[src/rtl/apb_timer_seq.sv]
// APB-programmed prescaler/counter/comparator sequencer producing a one-cycle trig pulse on match.
// Latency: EN write -> LOAD next edge, COUNT the edge after; APB is zero-wait (PREADY tied 1), no backpressure.
module apb_timer_seq #(
  parameter int DW = 8,
  parameter int AW = 2
) (
  input  logic          PCLK,
  input  logic          PRESET,
  input  logic          PSEL,
  input  logic          PENABLE,
  input  logic          PWRITE,
  input  logic [AW-1:0] PADDR,
  input  logic [DW-1:0] PWDATA,
  output logic [DW-1:0] PRDATA,
  output logic          PREADY,
  output logic          trig,
  output logic [DW-1:0] count,
  output logic          running
);

  localparam logic [AW-1:0] A_CTRL   = AW'(0);
  localparam logic [AW-1:0] A_PRESC  = AW'(1);
  localparam logic [AW-1:0] A_CMP    = AW'(2);
  localparam logic [AW-1:0] A_STATUS = AW'(3);

  typedef enum logic [1:0] {S_IDLE, S_LOAD, S_COUNT, S_FIRE} state_t;

  typedef struct packed {
    logic          mode;
    logic          en;
    logic [DW-1:0] prescale;
    logic [DW-1:0] compare;
  } cfg_t;

  cfg_t          cfg;
  logic          done;
  state_t        state;
  logic [DW-1:0] pre;
  logic [DW-1:0] cnt;
  logic [DW-1:0] rd_mux;

  logic wr_acc, rd_setup, tick;
  logic wr_ctrl, wr_presc, wr_cmp, wr_status;

  assign wr_acc    = PSEL & PENABLE & PWRITE;
  assign rd_setup  = PSEL & ~PENABLE & ~PWRITE;
  assign wr_ctrl   = wr_acc && (PADDR == A_CTRL);
  assign wr_presc  = wr_acc && (PADDR == A_PRESC);
  assign wr_cmp    = wr_acc && (PADDR == A_CMP);
  assign wr_status = wr_acc && (PADDR == A_STATUS);
  assign tick      = (pre == cfg.prescale);

  // Outputs decode straight from the state register so they cannot glitch.
  assign trig    = (state == S_FIRE);
  assign running = (state != S_IDLE);
  assign count   = cnt;
  assign PREADY  = 1'b1;

  // Later assignments take priority: software CTRL write beats the one-shot
  // auto-clear, and the FIRE set of DONE beats a same-cycle clear.
  always_ff @(posedge PCLK or posedge PRESET) begin
    if (PRESET) begin
      cfg  <= '0;
      done <= 1'b0;
    end else begin
      if (state == S_FIRE && !cfg.mode)
        cfg.en <= 1'b0;
      if (wr_ctrl) begin
        cfg.en   <= PWDATA[0];
        cfg.mode <= PWDATA[1];
      end
      if (wr_presc)
        cfg.prescale <= PWDATA;
      if (wr_cmp)
        cfg.compare <= PWDATA;
      if (wr_status && PWDATA[0])
        done <= 1'b0;
      if (state == S_FIRE)
        done <= 1'b1;
    end
  end

  always_ff @(posedge PCLK or posedge PRESET) begin
    if (PRESET) begin
      state <= S_IDLE;
      pre   <= '0;
      cnt   <= '0;
    end else begin
      case (state)
        S_IDLE: begin
          pre <= '0;
          cnt <= '0;
          if (cfg.en)
            state <= S_LOAD;
        end
        S_LOAD: begin
          pre   <= '0;
          cnt   <= '0;
          state <= cfg.en ? S_COUNT : S_IDLE;
        end
        S_COUNT: begin
          if (!cfg.en) begin
            state <= S_IDLE;
            pre   <= '0;
            cnt   <= '0;
          end else if (tick) begin
            pre <= '0;
            // Equality match only: a COMPARE lowered below cnt wraps through 2^DW.
            if (cnt == cfg.compare)
              state <= S_FIRE;
            else
              cnt <= cnt + DW'(1);
          end else begin
            pre <= pre + DW'(1);
          end
        end
        S_FIRE: begin
          state <= (cfg.mode && cfg.en) ? S_LOAD : S_IDLE;
        end
        default: state <= S_IDLE;
      endcase
    end
  end

  always_comb begin
    rd_mux = '0;
    case (PADDR)
      A_CTRL: begin
        rd_mux[0] = cfg.en;
        rd_mux[1] = cfg.mode;
      end
      A_PRESC:  rd_mux = cfg.prescale;
      A_CMP:    rd_mux = cfg.compare;
      A_STATUS: begin
        rd_mux[0] = done;
        rd_mux[1] = running;
      end
      default: rd_mux = '0;
    endcase
  end

  // Captured in the setup phase so data is stable for the whole access phase.
  always_ff @(posedge PCLK or posedge PRESET) begin
    if (PRESET)
      PRDATA <= '0;
    else if (rd_setup)
      PRDATA <= rd_mux;
  end

endmodule

[config.mk]
export PLATFORM = sky130hd
export DESIGN_NAME = apb_timer_seq
export DESIGN_NICKNAME = d
export VERILOG_FILES = /design/src/rtl/apb_timer_seq.sv
export SDC_FILE = /design/constraint.sdc
export NUM_CORES = 1
export LEC_CHECK = 0
export ABC_AREA = 1
export CAP_MARGIN = 10
export CORE_MARGIN = 2
export CORE_UTILIZATION = 49
export DETAILED_ROUTE_END_ITERATION = 10
export PLACE_DENSITY = 0.77
export REMOVE_ABC_BUFFERS = 1
export SETUP_SLACK_MARGIN = 0.02
export SLEW_MARGIN = 25
export SYNTH_ARGS = -nofsm -noshare
export SYNTH_HDL_FRONTEND = slang
export SYNTH_SLANG_ARGS = --single-unit
[constraint.sdc]
create_clock -name PCLK -period 1.3 [get_ports PCLK]
set_input_delay 0.26 -clock PCLK [delete_from_list [all_inputs] [get_ports PCLK]]
set_output_delay 0.26 -clock PCLK [all_outputs]
set_load 0.005 [all_outputs]
==> flow_metrics.env <==
export IMPL_outcome="finished with violations"
export IMPL_violations="negative setup slack"
export IMPL_start_util_pct=50.0
export IMPL_rr_worst_depth=10
export IMPL_r2r_start="count[1]"
export IMPL_finClkSkew_ns=0.00579
export IMPL_portBuffers=32
export IMPL_grt_pass1_wl_mm=12.2
export IMPL_post_route_period_util_pct=115
export IMPL_yosysTopAreaCellShare_pct=44.6
export IMPL_crit_end="count[0]"
export IMPL_hold_ws_ns=0.288
export IMPL_cts_sinks=45
export IMPL_overflow=0
export IMPL_io_pins=34
export IMPL_route_vias_total=2661
export IMPL_die_height_um=75.8
export IMPL_die_w_um=75.8
export IMPL_wl_per_cell_um=15.4
export IMPL_hold_path_class="input pin to async pin"
export IMPL_grt_max_degree=46
export IMPL_power_density_nw_per_um2=1100
export IMPL_met1_length_mm=3.09
export IMPL_track_usage_pct=28.7
export IMPL_synth_compound_area_share_pct=10.4
export IMPL_root_buffer="clkbuf_8"
export IMPL_max_freq_mhz=669
export IMPL_end_kind="flip-flop"
export IMPL_drv_cap=0
export IMPL_cts_clk_slew_worst_paths_ns=0.09
export IMPL_p_leak_nw=1.90
export IMPL_wl_mm=7.82
export IMPL_startpoint="count[1]"
export IMPL_r2r_end="count[0]"
export IMPL_n_antenna_cell=0
export IMPL_path_class="flip-flop to flip-flop"
export IMPL_wl_met2_mm=4.04
export IMPL_yosys_warnings=0
export IMPL_clk_latency_ns=0.31
export IMPL_wl_met3_um=376
export IMPL_drt_initial_drc_count=171
export IMPL_netlist_area_um2=2520
export IMPL_yosysSeqAreaShare_pct=44.6
export IMPL_hold_viol=0
export IMPL_dp_cells=474
export IMPL_ys_seq_elements=45
export IMPL_antenna_found_initial=0
export IMPL_postSynthCellCount=327
export IMPL_synthMuxAreaShare_pct=0
export IMPL_worstPathArrival_ns=1.74
export IMPL_clock_path_buffers=2
export IMPL_via_per_inst=5.25
export IMPL_vdd_drop_max_mv=0.913
export IMPL_ys_types=29
export IMPL_avgSynthCellArea_um2=7.72
export IMPL_setup_violations_final=21
export IMPL_globalplace_congestion=0.967
export IMPL_fin_crit_ns=1.49
export IMPL_cp_required_ns=1.55
export IMPL_grt_setup_unrepaired="yes"
export IMPL_layout_drive_gt1_share_pct=37.1
export IMPL_final_cell_count_no_fill=507
export IMPL_num_nets_final=458
export IMPL_drtPass1Iterations=6
export IMPL_synth_top_family_by_area="simple AND/OR/NAND/NOR gates"
export IMPL_grt_pass1_vias=2617
export IMPL_dieArea_um2=5740
export IMPL_synth_adder_area_share_pct=3.47
export IMPL_synth_top_area_cell="dfrtp_1"
export IMPL_slew_violations=0
export IMPL_drc=0
export IMPL_synth_xor_xnor_area_share_pct=4.86
export IMPL_ys_top_cells_by_area="dfrtp_1 45%, nand2_1 15%, inv_1 6.8%"
export IMPL_timing_final_ws_setup_ns=-0.194
export IMPL_cts_inserted_buffers=5
export IMPL_synthToLayoutAreaGrowth_pct=56.6
export IMPL_cts_tree="yes"
export IMPL_final_util_pct=78.4
export IMPL_rows=26
export IMPL_dp_hpwl_mm=4.87
export IMPL_ff2ff_setup_slack_ns=-0.19
export IMPL_startpoint_type="flip-flop"
export IMPL_highest_signal_layer="met4"
export IMPL_cts_hold_fix_buffers=0
export IMPL_path_max_fanout=8
export IMPL_core_area_um2=5040
export IMPL_synthSimpleGateAreaFrac_pct=27.9
export IMPL_htree_num_levels=2
export IMPL_ant_nets=0
[cell usage after synthesis, drive strengths merged]
cell type / instances
a21oi: 6
a22o: 3
a31oi: 2
buf: 5
clkbuf: 2
conb: 1
dfrtp: 45
ha: 7
inv: 47
nand2: 101
nand3: 18
nand4: 10
nor2: 23
nor3: 4
nor3b: 1
nor4: 1
o21ai: 33
o221ai: 1
o22ai: 3
xnor2: 11
xor2: 3
[cell families after synthesis]
family                   count (synthesis)
flip-flops                              45
buffers and inverters                   54
other                                    1
AO/OA/AOI/OAI                           48
adder cells (fa/ha/maj)                  7
XOR/XNOR                                14
AND/OR/NAND/NOR                        158
[power by group]
group | leakage [nW] | internal, W | total [W] | switching, W
combinational | 1.25 | 0.000721 | 0.00149 | 0.000764
sequential | 0.590 | 0.00159 | 0.00175 | 0.000167
clock | 0.0554 | 0.000578 | 0.00111 | 0.000531
[repair_timing]
item / in CTS / in global routing
buffers inserted: 15 / 9
gates resized for setup: 68 / 60
gates cloned: 1 / 0
pin swaps: 18 / 25
endpoints found under the setup margin: 60 / 45
[cell type report]
type | instances | area (µm²)
multi-input cells | 229 | 1460
fillers | 338 | 1090
flip-flops and latches | 45 | 1130
clock buffers | 6 | 72.6
well taps | 70 | 87.6
clock inverters | 2 | 38.8
repair buffers | 108 | 981
inverters | 47 | 181
[layer usage]
layer  vias up  track usage (%)
met5         -                0
met4         0             12.5
met3        31             5.56
met2       101             49.5
met1      1268             34.7
li1       1261                -
[state kept, by name (all words and copies together) (netlist names)]
signal,count
cfg,18
PRDATA,8
count,8
pre,8
state,2
done,1
[worst min path at each step]
stage	startpoint	depth (start not counted)	endpoint
6_report	PRESET	3	cfg[10]
5_1_grt	PRESET	3	cfg[10]
4_1_cts	PRESET	3	cfg[10]
3_5_place_dp	cfg[1]	2	cfg[1]
3_3_place_gp	cfg[1]	2	cfg[1]
2_1_floorplan	PWDATA[2]	2	cfg[10]
[cells in the final DEF (no fill, tap or decap), drive strengths merged]
cell type and count:
nor2 23, nor4 1, nor3b 1, nand3 19, inv 45, nor3 4
buf 79, xor2 3, clkdlybuf4s50 12, clkbuf 8, conb 1, dfrtp 45
o22ai 3, a31oi 2, o221ai 1, dlygate4sd2 13, a22o 3, nand4 10
xnor2 11, a21oi 6, dlymetal6s2s 1, o21ai 33, clkdlybuf4s15 1, ha 7
nand2 101, clkinv 3, bufinv 1
[worst max-delay path, cell delays in order, from the launching register on]
cell,delay [ns]
dfrtp_2,0.45
buf_12,0.14
clkinv_4,0.04
nand2_4,0.04
nand2_2,0.06
nand2_2,0.07
nor2_4,0.16
nand3_4,0.15
nand3_4,0.18
nand2_2,0.08
nand2_2,0.07
[per-stage QoR]
stage | setup TNS, ns | power (W) | instance area [µm²] | worst slack, ns
after floorplan | -1.30 | 0.00228 | 2480 | -0.169
after global placement | -8.43 | 0.00288 | 3320 | -0.373
after detailed placement | -10.42 | 0.00292 | 3320 | -0.402
after CTS | -1.34 | 0.00416 | 3680 | -0.124
after global routing | -3.18 | 0.00455 | 3950 | -0.278
final | -1.75 | 0.00435 | 3950 | -0.194
Power figures use the tool's default switching activity.
